$ cat src/rtl/ps2_command_out.sv
// Host-to-device PS/2 transmitter: inhibits the bus, requests to send, then shifts one command
// byte out on device-generated clock edges and checks the device's acknowledge bit.
module ps2_command_out #(
  parameter int INHIBIT_CYCLES       = 5000,
  parameter int START_TIMEOUT_CYCLES = 750000,
  parameter int XFER_TIMEOUT_CYCLES  = 100000
) (
  input  logic       CLOCK_50,
  input  logic       resetn,
  input  logic [7:0] command,
  input  logic       send_command,
  input  logic       ps2_clk_in,
  input  logic       ps2_dat_in,
  output logic       ps2_clk_oe,
  output logic       ps2_dat_oe,
  output logic       busy,
  output logic       command_was_sent,
  output logic       error_communication_timed_out,
  output logic       error_no_ack
);

  localparam int CMAX = (INHIBIT_CYCLES > START_TIMEOUT_CYCLES) ? INHIBIT_CYCLES : START_TIMEOUT_CYCLES;
  localparam int CW   = $clog2(CMAX + 1);
  localparam int XW   = $clog2(XFER_TIMEOUT_CYCLES + 1);

  typedef enum logic [3:0] {
    S_IDLE, S_INHIBIT, S_RTS, S_WAIT_FIRST, S_SHIFT, S_WAIT_ACK, S_WAIT_IDLE, S_ERR_TO, S_ERR_NACK
  } state_t;

  state_t        state, state_n;
  logic [CW-1:0] cnt, cnt_n;
  logic [XW-1:0] xcnt, xcnt_n;
  logic [9:0]    shreg, shreg_n;
  logic [3:0]    bitcnt, bitcnt_n;
  logic          dat_oe_n, sent_n, to_n, nack_n;
  logic          clk_s1, clk_s2, clk_prev, dat_s1, dat_s2;
  logic          fall, xfer_expired;

  // Synchronisers reset to the idle-high bus level so reset release never looks like an edge
  always_ff @(posedge CLOCK_50 or negedge resetn) begin
    if (!resetn) begin
      clk_s1 <= 1'b1; clk_s2 <= 1'b1; clk_prev <= 1'b1;
      dat_s1 <= 1'b1; dat_s2 <= 1'b1;
    end else begin
      clk_s1 <= ps2_clk_in; clk_s2 <= clk_s1; clk_prev <= clk_s2;
      dat_s1 <= ps2_dat_in; dat_s2 <= dat_s1;
    end
  end

  assign fall         = clk_prev & ~clk_s2;
  assign xfer_expired = (xcnt == XW'(XFER_TIMEOUT_CYCLES - 1));
  assign ps2_clk_oe   = (state == S_INHIBIT) || (state == S_RTS);
  assign busy         = (state != S_IDLE);

  always_comb begin
    state_n  = state;
    cnt_n    = cnt;
    xcnt_n   = xcnt;
    shreg_n  = shreg;
    bitcnt_n = bitcnt;
    dat_oe_n = ps2_dat_oe;
    sent_n   = 1'b0;
    to_n     = 1'b0;
    nack_n   = 1'b0;
    case (state)
      S_IDLE: begin
        dat_oe_n = 1'b0;
        if (send_command) begin
          shreg_n  = {1'b1, ~^command, command};
          cnt_n    = '0;
          bitcnt_n = '0;
          state_n  = S_INHIBIT;
        end
      end
      S_INHIBIT: begin
        if (cnt == CW'(INHIBIT_CYCLES - 1)) begin
          cnt_n    = '0;
          dat_oe_n = 1'b1;
          state_n  = S_RTS;
        end else cnt_n = cnt + 1'b1;
      end
      S_RTS: begin
        cnt_n   = '0;
        state_n = S_WAIT_FIRST;
      end
      S_WAIT_FIRST: begin
        if (fall) begin
          dat_oe_n = ~shreg[0];
          shreg_n  = {1'b1, shreg[9:1]};
          bitcnt_n = 4'd1;
          xcnt_n   = '0;
          state_n  = S_SHIFT;
        end else if (cnt == CW'(START_TIMEOUT_CYCLES - 1)) begin
          dat_oe_n = 1'b0;
          state_n  = S_ERR_TO;
        end else cnt_n = cnt + 1'b1;
      end
      S_SHIFT: begin
        if (xfer_expired) begin
          dat_oe_n = 1'b0;
          state_n  = S_ERR_TO;
        end else begin
          xcnt_n = xcnt + 1'b1;
          if (fall) begin
            dat_oe_n = ~shreg[0];
            shreg_n  = {1'b1, shreg[9:1]};
            bitcnt_n = bitcnt + 1'b1;
            // this edge drove the stop bit (10th edge)
            if (bitcnt == 4'd9) state_n = S_WAIT_ACK;
          end
        end
      end
      S_WAIT_ACK: begin
        if (xfer_expired) state_n = S_ERR_TO;
        else begin
          xcnt_n = xcnt + 1'b1;
          if (fall) state_n = dat_s2 ? S_ERR_NACK : S_WAIT_IDLE;
        end
      end
      S_WAIT_IDLE: begin
        if (xfer_expired) state_n = S_ERR_TO;
        else begin
          xcnt_n = xcnt + 1'b1;
          if (clk_s2 && dat_s2) begin
            sent_n  = 1'b1;
            state_n = S_IDLE;
          end
        end
      end
      S_ERR_TO: begin
        dat_oe_n = 1'b0;
        to_n     = 1'b1;
        state_n  = S_IDLE;
      end
      S_ERR_NACK: begin
        dat_oe_n = 1'b0;
        nack_n   = 1'b1;
        state_n  = S_IDLE;
      end
      default: state_n = S_IDLE;
    endcase
  end

  // Completion pulses are registered so they coincide with the first non-busy cycle
  always_ff @(posedge CLOCK_50 or negedge resetn) begin
    if (!resetn) begin
      state                         <= S_IDLE;
      cnt                           <= '0;
      xcnt                          <= '0;
      shreg                         <= '0;
      bitcnt                        <= '0;
      ps2_dat_oe                    <= 1'b0;
      command_was_sent              <= 1'b0;
      error_communication_timed_out <= 1'b0;
      error_no_ack                  <= 1'b0;
    end else begin
      state                         <= state_n;
      cnt                           <= cnt_n;
      xcnt                          <= xcnt_n;
      shreg                         <= shreg_n;
      bitcnt                        <= bitcnt_n;
      ps2_dat_oe                    <= dat_oe_n;
      command_was_sent              <= sent_n;
      error_communication_timed_out <= to_n;
      error_no_ack                  <= nack_n;
    end
  end

endmodule

$ cat config.mk
export PLATFORM = sky130hd
export DESIGN_NAME = ps2_command_out
export DESIGN_NICKNAME = d
export VERILOG_FILES = /design/src/rtl/ps2_command_out.sv
export SDC_FILE = /design/constraint.sdc
export NUM_CORES = 1
export LEC_CHECK = 0
export ABC_AREA = 1
export CORE_MARGIN = 2
export CORE_UTILIZATION = 35
export DETAILED_ROUTE_END_ITERATION = 8
export GPL_ROUTABILITY_DRIVEN = 0
export PLACE_DENSITY = 0.5
export SETUP_SLACK_MARGIN = 0.4
export SLEW_MARGIN = 0
export SYNTH_ARGS = -nofsm -noshare
export SYNTH_HDL_FRONTEND = slang
export SYNTH_SLANG_ARGS = --single-unit
$ cat constraint.sdc
create_clock -name CLOCK_50 -period 2.9 [get_ports CLOCK_50]
set_clock_uncertainty 0.05 [all_clocks]
set_input_delay 0.435 -clock CLOCK_50 [delete_from_list [all_inputs] [get_ports CLOCK_50]]
set_output_delay 0.435 -clock CLOCK_50 [all_outputs]
set_load 0.02 [all_outputs]
Word level (Yosys, flattened, before mapping)
Cells that the tools add are included.
- logic and storage cells: 103
- register bits: 64
- input port bits: 13
- output and inout bits: 6
- equality and inequality tests: 25
- add/sub/neg operators: 3
- reductions and logical operators: 17
- multiplexer cells: 41
- bitwise gates (word level): 3
- operator list (kind ; number):
    $mux 20 ; 4
    $pmux 20 s4 ; 1
    $mux 4 ; 16
    $mux 17 ; 2
    $pmux 17 s2 ; 1
    $mux 10 ; 3
    $pmux 10 s3 ; 1
    $pmux 4 s7 ; 1
    $add 20x1->20 const B ; 1
    $eq 20x13->1 const B ; 1
    $eq 20x20->1 const B ; 1
    $add 17x1->17 const B ; 1
    $eq 17x17->1 const B ; 1
    $eq 4x3->1 const B ; 4
    $ne 3x3->1 const B ; 5
    $ne 2x2->1 const B ; 7
    $pmux 4 s3 ; 1
    $reduce_bool 4->1 ; 3
    $mux 1 ; 10
    $eq 4x2->1 const B ; 2
    $eq 4x4->1 const B ; 2
    $reduce_and 4->1 ; 2
    $reduce_xnor 8->1 ; 1
    $reduce_and 7->1 ; 1
    other kinds (14) ; 17

Logic depth before layout (Yosys ltp)
Gate-level depths: netlist of the first run.
- depth after elaboration: 5
- gate-level depth with buffers: 13
- gate-level depth less buffers: 11

Worst setup path after synthesis of the first run
No wires, ideal clock.
- kind: flip-flop to flip-flop
- start: register cnt[0]
- end: register state[1]
- slack: 1124 ps
- library setup time: 117 ps
- buffers on the path: 1
- data required time: 2733 ps
- data arrival time: 1609 ps
- period minus slack after synthesis: 1776 ps
- stages on the path, launching flop included: 12
- cell sequence: dfrtp_1 > ha_1 > buf_2 > nand3_1 > nor2_1 > nand3_1 > nand2_1 > nand2_1 > nor2_2 > nand2_1 > nand2_1 > nand2_1
- cells in the longest elaborated chain, start to end: 3
- elaborated cells between the ends (all ways): 5
- classes of those cells: eq/ne (4); reduce/logical (1)
- RTL lines (what ; RTL line ; text):
    start, declared ; 31 ; logic [CW-1:0] cnt, cnt_n;
    start signal, assigned ; 158 ; cnt <= cnt_n;
    $eq 20x20->1 or $eq 20x13->1 (tied branches) ; 93, 76 ;
    $ne 3x3->1 (no source line) or $ne 2x1->1 (tied branches) ; - ;
    $reduce_and 7->1 (no source line) * ; - ;
    end signal, assigned ; 157 ; state <= state_n;
    end, declared ; 30 ; state_t state, state_n;
Every way passes the cells marked *; elsewhere a longest branch is shown, timed or not.
A chain may end at the register's enable or synchronous reset.

Final worst setup path of the first run
- start: register state[3]
- end: output ps2_clk_oe
- cells in the longest elaborated chain, start to end: 2
- elaborated cells between the ends (all ways): 3
- classes of those cells: eq/ne (2); reduce/logical (1)
- RTL lines (what ; RTL line ; text):
    $eq 4x1->1 or $eq 4x2->1 (tied branches) ; 52 ; assign ps2_clk_oe = (state == S_INHIBIT) || (state == S_RTS);
    $logic_or 1x1->1 * ; 52 ;
    end, declared ; 14 ; output logic ps2_clk_oe,
Marks and branches as above.

==> results, run 1 <==
- Final hold analysis gives a worst-case slack of -0.00981 ns.
- The TritonCTS sink count is 64.
- The number of port buffers is 18.
- The share of the cycle needed by the critical path after routing is 0.772.
- The all-layer global routing usage is 0.171.
- The arrival time of data at the critical path endpoint is 1.75 ns.
- The run finished, with violations left.
- The cell count after synthesis is 586.
- Static timing analysis puts the maximum clock frequency at 447 MHz.
- The clock-pin slew reported for the worst setup and hold paths after clock tree synthesis is 0.06 ns.
- For this design the total switching power over the nets is 0.00148 W.
- The critical path data required time is 2.41 ns.
- Compared with the post-synthesis result, the final layout area differs by 14.8%.
- The number of top-level pins is 19.
- The count of max-cap constraint violations is 0.
- The share of total power consumed by net switching is 0.408.
- The ratio of cells with drive above 1 in the final layout is 0.101.
- The die footprint is 0.0126 mm2.
- Adding up every negative setup slack in the final design gives 0 ns.
- In the layout the commonest cells are 204 x sky130_fd_sc_hd__nand2_1, 70 x sky130_fd_sc_hd__nor2_1, 59 x sky130_fd_sc_hd__dfrtp_1.
- The total clock buffers created by CTS is 9.
- The buffer depth of the longest clock path is 2.
- The peak fanout along the critical path is 10.
- The slack of the worst reg-to-reg path is 0.70 ns.
- The reported leakage power is 2.15 nW.
- The post-layout net count is 623.
- In this run the worst hold path is classified as primary input to asynchronous set/reset pin.
- The worst setup path is captured at a primary output.
- Leaving out fill and tap cells, the most frequent cell in the layout is sky130_fd_sc_hd__nand2_1.
- The critical path is of the flop to primary output type.
- Dividing the detail-routed via count by the number of cells gives 4.94.
- The number of antenna violations at the first check in global routing is 0.
- The worst-case IR drop observed on VDD is 0.546 mV.
- The worst setup slack before clock tree synthesis is 0.702 ns.
- For this design the ratio of total power to cell area is 772 mW/mm2.
- The count of nets left with antenna violations once routing finished came out at 0.
- The DRC violation total after the first TritonRoute iteration is 195.
- The logic gate share of total power is 0.379.
- The x dimension of the die is 112 um.
- The filler-free cell count of the finished design is 754.
- The synthesized netlist net count is 603.
- Counting cells, the worst reg-to-reg path comes to 10.
- The worst register-to-register path begins at state[3].
- The share of total power dissipated in the clock network is 0.305.
- The die height is 112 um.
- The core region is 0.0114 mm2.
- The cell with the biggest individual delay on the critical path is sky130_fd_sc_hd__dfrtp_1.
- The share of the Yosys chip area taken by registers is 0.393.
- The kind of cell with the highest combined delay on the critical path is simple AND/OR/NAND/NOR gates.
- The Yosys step of the flow raised 0 warnings.
- The starting density of the core is 0.359.
- The transition time of the tightest slew-check pin is 0.775 ns.
- The sequential group share of total power is 0.316.
- Post-CTS timing repair inserted 0 buffers for setup.
- Entering global routing, the biggest net connects 27 pins.
- After detailed routing, the number of remaining DRC violations is 0.
- The number of synthesized flops with an enable pin is 0.
- The final route contains 3724 vias.
- The post-synthesis area per instance is 6.99 um2.
- The insertion delay of the later-clocked pin in the worst-skew pair is 0.33 ns.
- The CTS tree is built.
- For this run, asynchronously set or reset flops after synthesis account for 1.00.
- The number of hold buffers added after CTS was 0.
- The first detailed-routing pass ran for 4 iterations.
- The number of global-route vias before repair is 3510.
- The checks that failed: hold timing.
- The remaining max-slew budget at the tightest pin is 0.481.
- The number of cells after detailed placement is 738.
- Synthesis inferred 64 register bits.
- Walking the worst path, the cells encountered are nor2_2 -> nand3_2 -> o21ai_0 -> dlygate4sd2_1.
- The max-slew violation total from the final report is 0.
- The worst setup path is launched from a flop.
- The number of diodes added for antenna fixing is 0.
- Gates resized during post-CTS repair numbered 1.
- The first global-routing pass estimated 17.4 mm of wire.
- The standard-cell row count is 39.
- The critical path buffer and inverter count is 1.
- The biggest cell delay along the critical path is 0.40 ns.
- After detailed routing, the average wire length per cell comes to 13.5 um.
- Internal power comes to 0.00215 W.
- CTS built an H-tree with a depth of 3.
- The destination of the worst register-to-register timing path is xcnt[5].
- In this run the clock root is driven by a sky130_fd_sc_hd__clkbuf_16.
- The setup slack after layout is 0.661 ns.
- Global routing finished with a remaining overflow of 0.
- The top flip-flop cell by instance count after synthesis is sky130_fd_sc_hd__dfrtp_1.
- The count of unique library cells instantiated by Yosys is 38.
- Setup repair after global routing left no endpoint under its margin.
- Once detailed placement completed, the half-perimeter wirelength came to 7.54 mm.
- The shortest period the worst path allows is 2.24 ns.
- The final-report setup violation count is 0.
- The mapped netlist covers 0.00410 mm2.
- The count of final hold-check violations came to 16.
- The detailed-route wire length is 10.1 mm.
how the worst max path moves through the flow:
stage | startpoint | end | slack, ns | depth (start not counted)
2_1_floorplan | cnt[0] | state[1] | 1.12 | 11
3_3_place_gp | state[3] | ps2_clk_oe | 0.75 | 4
3_5_place_dp | state[3] | xcnt[5] | 0.70 | 10
4_1_cts | state[3] | ps2_clk_oe | 0.66 | 4
5_1_grt | cnt[0] | state[0] | 0.46 | 10
6_report | state[3] | ps2_clk_oe | 0.66 | 4
Yosys cell counts, drive strengths merged, types with 3 or more instances:
library cell,number,share of area
nand2,209,0.20
nor2,78,0.079
dfrtp,59,0.36
inv,58,0.054
nand3,50,0.068
o21ai,34,0.045
xor2,16,0.034
buf,13,0.022
nand4,11,0.017
a21oi,10,0.012
nor3,8,0.012
o211ai,8,0.015
xnor2,7,0.015
dfstp,5,0.032
ha,4,0.012
o21bai,3,0.0055
o22ai,3,0.0046
or2,3,0.0046
power groups by stage:
stage	Combinational, W	Clock [W]	Sequential [W]
floorplan	0.00108	0	0.00114
global placement	0.00138	0	0.00116
detailed placement	0.00138	0	0.00116
CTS	0.00139	0.00114	0.00115
global route	0.00158	0.00118	0.00117
finish	0.00137	0.00111	0.00115
layer usage:
| metal | track usage | up-vias | share of wire |
|---|---|---|---|
| met5 | 0 | - | 0 |
| met4 | 0.0480 | 0 | 0.011 |
| met3 | 0.0356 | 9 | 0.036 |
| met2 | 0.262 | 65 | 0.45 |
| met1 | 0.245 | 1737 | 0.50 |
| li1 | - | 1913 | - |
layout make-up:
| cell class | count | area [um2] |
|---|---|---|
| Clock buffer | 11 | 253 |
| Timing Repair Buffer | 23 | 211 |
| Fill cell | 1184 | 6720 |
| Inverter | 58 | 220 |
| Multi-Input combinational cell | 450 | 2170 |
| Sequential cell | 64 | 1610 |
| Clock inverter | 5 | 55.1 |
| Tap cell | 143 | 179 |
sequential cells by signal (all words and copies together) (netlist names), 4 cells and up:
signal,count
bitcnt,4
cnt,20
shreg,10
state,4
xcnt,17
logic make-up (layout without fill, tap and decap cells):
logic type                 Yosys count  after routing  synth area share
DFF                                 64             64             0.393
and+or+nand+nor                    361            361             0.379
buffers and inverters               72             97            0.0764
xor gates and xnor gates            23             23            0.0492
AOI/OAI and AO/OA                   62             62            0.0904
adders and majority gates            4              4            0.0122
stage by stage:
stage	area (um2)	utilization	power (W)
final	4700	0.412	0.00363
after global routing	4700	0.412	0.00393
after CTS	4700	0.412	0.00367
after detailed placement	4390	0.385	0.00255
after global placement	4390	0.385	0.00254
after floorplan	4100	-	0.00223
No activity file was read; power rests on OpenSTA's default activity.
==> run 2, diff against run 1 <==
==> constraint.sdc (replaced) <==
create_clock -name CLOCK_50 -period 2.3 [get_ports CLOCK_50]
set_clock_uncertainty 0.05 [all_clocks]
set_input_delay 0.345 -clock CLOCK_50 [delete_from_list [all_inputs] [get_ports CLOCK_50]]
set_output_delay 0.345 -clock CLOCK_50 [all_outputs]
set_load 0.02 [all_outputs]
==> run 2 against run 1 <==
Largest power group unchanged. First-iteration DRC count grew 3.6%. The flow now finishes without violations. Final area grew 6.0%. Count of clock-buffer cells in the layout grew 2.
==> results, run 2 (same netlist as run 1, synthesis figures left out) <==
- The peak fanout along the critical path is 15.
- The floorplan has 39 rows.
- The cell area after layout is 0.00498 mm2.
- The placed wire-length estimate is 7.28 mm.
- Setup repair after global routing could not meet its margin everywhere.
- The area of the core is 0.0114 mm2.
- The worst hold path was traced through 0 stages.
- Measured against its own limit, the worst slew margin works out to 0.656.
- The post-layout net count is 642.
- The clock-pin slew reported for the worst setup and hold paths after clock tree synthesis is 0.05 ns.
- Setup violations remaining at the end of the flow were counted as 0.
- The die height is 112 um.
- Summing over every cut layer, the via total after detailed routing is 3819.
- The area overhead of the layout relative to synthesis is 21.7%.
- The DRC violation count after routing is 0.
- The number of global-route vias before repair came to 3696.
- The tree is rooted in a sky130_fd_sc_hd__clkbuf_16.
- The highest clock rate is 541 MHz.
- The total clock buffers created by CTS is 9.
- The launch point of the worst reg-to-reg path is state[0].
- The most numerous cell type found on the critical path is sky130_fd_sc_hd__nand2_2.
- After detailed routing, the number of vias per cell comes to 4.94.
- Input and output buffers added on the ports amount to 18.
- The flip-flop count of the largest register after layout is 20.
- The run finished with clean final reports.
- The largest single stage delay on the critical path is 0.47 ns.
- The count of final hold-check violations is 0.
- The remaining antenna violation count is 0.
- The max-slew violation total from the final report is 0.
- The largest individual stage delay along the critical path comes from the cell sky130_fd_sc_hd__dfrtp_1.
- The placed instances occupy a cell area of 0.00445 mm2.
- The destination of the worst register-to-register timing path is shreg[9].
- The ratio of cells with drive above 1 in the final layout is 0.149.
- At the worst endpoint, the arrival time is 2.02 ns.
- The DRC violation total after the first TritonRoute iteration is 202.
- After routing, the total negative slack on setup checks comes to 0 ns.
- The largest registers in the layout are cnt (20), xcnt (17), shreg (10).
- The library cells used most frequently in the layout, excluding fill and tap cells, are 200 x sky130_fd_sc_hd__nand2_1, 65 x sky130_fd_sc_hd__nor2_1, 57 x sky130_fd_sc_hd__dfrtp_1.
- For hold timing, the worst endpoint is clk_s2.
- Pin placement for this block handled 19 I/O pins.
- The count of TritonRoute iterations in the first routing pass is 4.
- The shortest period the worst path allows is 1.85 ns.
- The worst-case reg-to-reg path depth is 10.
- The min-delay analysis places its worst path in the category flop to flop.
- The pin count of the biggest net entering global routing is 44.
- Counting both buffers and inverters, the worst setup path holds a total of 3.
- The clock passes through at most 2 buffers.
- TritonCTS built the clock tree.
- At the worst endpoint, the required time is 2.48 ns.
- The share of the cycle needed by the critical path after routing is 0.803.
- In this run the static leakage power is 2.24 nW.
- The largest voltage drop on the vdd net is 0.635 mV.
- In this run the register-to-register setup slack is 0.45 ns.
- Traced cell by cell, the critical path runs through nand2_2 -> inv_2 -> nand2_2 -> buf_6 -> nand2_2 -> o21ai_2 -> nor2_4 -> nand2_8 -> inv_4 -> or2_1.
- The die covers 0.0126 mm2.
- The critical path is of the flop to flop type.
- The number of antenna violations at the first check in global routing was 0.
- Clock latency on the worst-skew pair, taken at its later pin, is 0.34 ns.
- For this configuration, the core starts out at a cell density of 0.359.
- After detailed routing, the average wire length per cell comes to 13.2 um.
- The floorplan step set the die width to 112 um.
- Broken down by cell family, the worst path's largest delay share belongs to simple AND/OR/NAND/NOR gates.
- The tool flagged a number of max-cap violations equal to 0.
- The most common library cell in the layout ignoring fill and taps is sky130_fd_sc_hd__nand2_1.
- The kind of capture point of the worst setup path is a flop.
- The number of diodes added for antenna fixing is 0.
- The H-tree depth is 3.
- The wire length of the first global-routing pass is 17.5 mm.
- The filler cells instantiated in the layout total 1195.
- After global routing the overflow that remains totals 0.
- The hold path startpoint is clk_s1.
- The final layout contains routed wiring with a total length of 10.2 mm.
- Dividing total power by cell area gives a power density of 993 mW/mm2.
- Across all hold checks on the routed design, the worst slack comes to 0.304 ns.
- The post-layout total power is 0.00495 W.
- For this run, the total global-route usage over all layers was measured as 0.171.
- The transition time of the tightest slew-check pin is 0.515 ns.
- The most flop-heavy register is cnt.
- The worst setup path is launched from a flop.
- Clock tree synthesis found a total of 64 sinks.
-- run 2: worst reg2reg max path, stage by stage (launching register included) --
cell and delay [ns]:
sky130_fd_sc_hd__dfrtp_1 0.47, sky130_fd_sc_hd__nand2_2 0.16, sky130_fd_sc_hd__inv_2 0.04, sky130_fd_sc_hd__nand2_2 0.12, sky130_fd_sc_hd__buf_6 0.17, sky130_fd_sc_hd__nand2_2 0.07
sky130_fd_sc_hd__o21ai_2 0.16, sky130_fd_sc_hd__nor2_4 0.07, sky130_fd_sc_hd__nand2_8 0.12, sky130_fd_sc_hd__inv_4 0.10, sky130_fd_sc_hd__or2_1 0.21
-- run 2: metal layers --
layer,GRT usage,routed length (um),up-vias
met4,0.0756,207,0
li1,-,-,1963
met1,0.233,5110,1786
met5,0,0,-
met3,0.0275,251,16
met2,0.271,4640,54
-- run 2: stage by stage --
step | instances | setup slack, ns | util
floorplan | 586 | 0.524 | -
global placement | 744 | 0.255 | 0.390
detailed placement | 744 | 0.211 | 0.390
CTS | 763 | 0.384 | 0.425
global route | 773 | 0.349 | 0.436
finish | 773 | 0.452 | 0.436
-- run 2: timing repair --
item | 4_1_cts | 5_1_grt
hold buffers | 1 | 0
buffers inserted | 2 | 9
cloned | 0 | 1
resized for setup | 18 | 18
hold endpoints to repair | 16 | 0
endpoints found under the setup margin | 40 | 53
pin swaps | 1 | 1
-- run 2: final cells by class --
type	instances	area (um2)	area share
repair buffers	41	360	0.0723
well taps	143	179	0.0359
clock buffers	13	260	0.0522
multi-input cells	451	2280	0.457
clock inverters	3	65.1	0.0131
inverters	58	229	0.0459
flip-flops and latches	64	1610	0.323
-- run 2: power breakdown --
| group | internal, W | leakage (nW) | switching, W |
|---|---|---|---|
| clock | 0.00101 | 0.160 | 0.000487 |
| combinational | 0.000669 | 1.24 | 0.00132 |
| sequential | 0.00131 | 0.845 | 0.000165 |
| total | 0.00298 | 2.24 | 0.00197 |
-- run 2: how the worst max path moves through the flow --
stage,from,to,slack (ns),cells after the start
finish,state[0],shreg[9],0.45,10
global route,state[0],shreg[9],0.35,10
CTS,state[1],busy,0.38,3
detailed placement,cnt[0],state[2],0.21,10
global placement,cnt[0],state[1],0.26,10
floorplan,cnt[0],state[1],0.52,11
==> run 3, diff against run 2 <==
--- a/config.mk
+++ b/config.mk
@@ -10,7 +10,7 @@
 export CORE_UTILIZATION = 35
 export DETAILED_ROUTE_END_ITERATION = 8
 export GPL_ROUTABILITY_DRIVEN = 0
-export PLACE_DENSITY = 0.5
+export PLACE_DENSITY = 0.52
 export SETUP_SLACK_MARGIN = 0.4
 export SLEW_MARGIN = 0
 export SYNTH_ARGS = -nofsm -noshare
==> constraint.sdc (replaced) <==
create_clock -name CLOCK_50 -period 1.51 [get_ports CLOCK_50]
set_clock_uncertainty 0.05 [all_clocks]
set_input_delay 0.2265 -clock CLOCK_50 [delete_from_list [all_inputs] [get_ports CLOCK_50]]
set_output_delay 0.2265 -clock CLOCK_50 [all_outputs]
set_load 0.02 [all_outputs]
==> run 3 against run 2 <==
Worst hold slack got worse by 0.047 ns. Largest cell class unchanged. Total power rose by 78%. The flow now finishes with violations (setup timing). Highest routed layer unchanged. Die area stayed put. Combinational power is 130% higher. Final area is 22% higher. Setup slack got worse by 0.66 ns. Via count increased by 12%. Maximum frequency increased by 7.3%.
==> results, run 3 (same netlist as run 1, synthesis figures left out) <==
- The run finished, with violations left.
- The checks that failed: setup timing.
- For this block, the initial DRC count from the detailed router was 201.
- The number of antenna violations at the first check in global routing is 0.
- The number of cells after detailed placement is 840.
- The number of top-level pins is 19.
- The final-report setup violation count is 58.
- Setup repair after global routing could not meet its margin everywhere.
- The worst-case IR drop observed on VDD is 1.03 mV.
- The number of port buffers is 18.
- The kind of capture point of the worst setup path is a flop.
- The count of TritonRoute iterations in the first routing pass is 5.
- The die is 112 um wide.
- Row generation in the floorplan step produced 39 rows.
- Across every metal layer, demand over resource in global routing totals 0.187.
- Ranked by flip-flop count, first place goes to cnt.
- The worst pin sits at a relative slew slack of 0.694.
- The TritonCTS sink count is 64.
- The sequential group share of total power is 0.252.
- From synthesis to final layout, the design area changed by 48.2%.
- The share of power burned in the clock network is 0.229.
- The die height is 112 um.
- In the post-route analysis, the smallest setup slack over all paths is -0.212 ns.
- The detailed-route wire length is 11.6 mm.
- The repair_antennas step left the layout with diodes totalling 0.
- The flip-flop count of the largest register after layout is 20.
- In this run the worst path has a maximum fanout of 6.
- Fill cells in the final layout number 1094.
- STA puts the critical path data required time at 1.67 ns.
- The setup check on the worst reg-to-reg path leaves a slack of -0.21 ns.
- At the end of the flow, the number of nets in the layout was 740.
- In the routed design, unresolved DRC markers number 0.
- The switching power of the nets is 0.00358 W.
- In this run the remaining antenna-violating nets after routing total 0.
- The clock passes through at most 2 buffers.
- The worst path in the final design needs a cycle of 1.72 ns, including I/O delays and setup.
- The clock reaches the later pin of the worst-skew pair after 0.33 ns.
- At the placement stage, the worst setup path has a slack of -0.313 ns.
- The CTS tree is built.
- Cell internal power was estimated by the tool at 0.00524 W.
- TritonCTS created 9 clock buffers.
- The die footprint is 0.0126 mm2.
- The placed wire-length estimate is 8.28 mm.
- The number of global-route vias before repair came to 4209.
- In this run the clock root is driven by a sky130_fd_sc_hd__clkbuf_16.
- Static timing analysis puts the maximum clock frequency at 581 MHz.
- The wire length of the first global-routing pass is 19.3 mm.
- The number of vias per cell is 4.89.
- The max-slew violation total from the final report is 0.
- At the worst endpoint, the arrival time is 1.89 ns.
- The largest registers in the layout are cnt (20), xcnt (17), shreg (10).
- Max-cap violations in this run came to 0.
- Of the total power, the share spent switching nets is 0.406.
- The starting density of the core is 0.359.
- The total area inside the core boundary comes to 0.0114 mm2.
- The type of the worst setup path is flop to flop.
- Leaving out fill and tap cells, the most frequent cell in the layout is sky130_fd_sc_hd__nand2_1.
- The filler-free cell count of the finished design is 871.
- STA classifies the critical path startpoint as a flop.
- The worst hold-check path type is primary input to flop.
- The reported leakage power is 2.83 nW.
- Of the total power, combinational logic draws 0.519.
- The share of the cycle needed by the critical path after routing is 1.14.
- In this run the number of H-tree levels came out at 3.
- The power density over cell area is 1450 mW/mm2.
- The total overflow reported by the global router is 0.
- After detailed routing, the average wire length per cell comes to 13.4 um.
- The count of final hold-check violations was 0.
- The clock-pin slew reported for the worst setup and hold paths after clock tree synthesis is 0.05 ns.
- The pin count of the biggest net entering global routing is 44.
- The ratio of cells with drive above 1 in the final layout is 0.341.
- The transition time of the tightest slew-check pin is 0.459 ns.
- The library cells used most frequently in the layout, excluding fill and tap cells, are 188 x sky130_fd_sc_hd__nand2_1, 103 x sky130_fd_sc_hd__buf_4, 55 x sky130_fd_sc_hd__dfrtp_1.
- The total via count in the routed design is 4259.
run 3: cell count changes in the layout (fill, tap and decap cells not counted), sizes merged:
cell / change
bufinv: -2
dlygate4sd2: -1
inv: +1
clkdlybuf4s50: -4
buf: +102
clkbuf: +1
clkinvlp: +2
nand3: -1
run 3: power groups by stage:
stage / registers (W) / logic, W / clock network, W
floorplan: 0.00224 / 0.00236 / 0
global placement: 0.00222 / 0.00363 / 0
finish: 0.00222 / 0.00458 / 0.00202
detailed placement: 0.00223 / 0.00370 / 0
global route: 0.00225 / 0.00497 / 0.00214
CTS: 0.00222 / 0.00396 / 0.00208
run 3: area by class of cell:
cell class | instances | area (um2) | area share
multi-input cells | 450 | 2500 | 0.412
flip-flops and latches | 64 | 1610 | 0.266
repair buffers | 140 | 1240 | 0.205
clock buffers | 12 | 267 | 0.0439
inverters | 58 | 240 | 0.0396
well taps | 143 | 179 | 0.0295
clock inverters | 4 | 27.5 | 0.00454
run 3: path summary, 6_finish.rpt:
kind,startpoint,end,cells after the start
worst min register to register,dat_s1,dat_s2,0
worst min-delay path,ps2_clk_in,clk_s1,1
worst max register to register,state[2],cnt[1],7
worst max-delay path,state[2],cnt[1],7
min in group asynchronous,resetn,xcnt[0],3
max in group asynchronous,resetn,cnt[0],3
run 3: stage by stage:
step	cell area [um2]	setup TNS, ns	total power [W]	util	hold slack [ns]
after CTS	5810	-6.26	0.00825	0.509	0.246
after global placement	5360	-9.19	0.00584	0.470	0.171
after floorplan	4270	-3.08	0.00460	-	-0.119
final	6070	-8.07	0.00883	0.532	0.257
after detailed placement	5360	-9.79	0.00593	0.470	0.177
after global routing	6070	-13.44	0.00936	0.532	0.255
run 3: what timing repair did:
action / CTS / global route
pin swaps: 8 / 12
hold endpoints to repair: 59 / 0
buffers inserted: 5 / 7
gates resized for setup: 65 / 43
endpoints found under the setup margin: 64 / 64
hold buffers: 1 / 0
gates cloned: 0 / 2
run 3: layer usage:
| layer | up-vias | GRT usage | routed length (um) |
|---|---|---|---|
| met3 | 13 | 0.0292 | 386 |
| met2 | 67 | 0.320 | 5750 |
| met5 | - | 0 | 0 |
| met4 | 0 | 0.0520 | 140 |
| met1 | 2018 | 0.247 | 5360 |
| li1 | 2161 | - | - |
run 3: worst max-delay path, stage by stage (launching register included):
cell and delay, ns:
sky130_fd_sc_hd__dfrtp_1 0.42, sky130_fd_sc_hd__inv_1 0.12, sky130_fd_sc_hd__nand2_2 0.11, sky130_fd_sc_hd__buf_4 0.15
sky130_fd_sc_hd__nor3_2 0.23, sky130_fd_sc_hd__nand2_4 0.16, sky130_fd_sc_hd__buf_12 0.17, sky130_fd_sc_hd__a22o_1 0.20
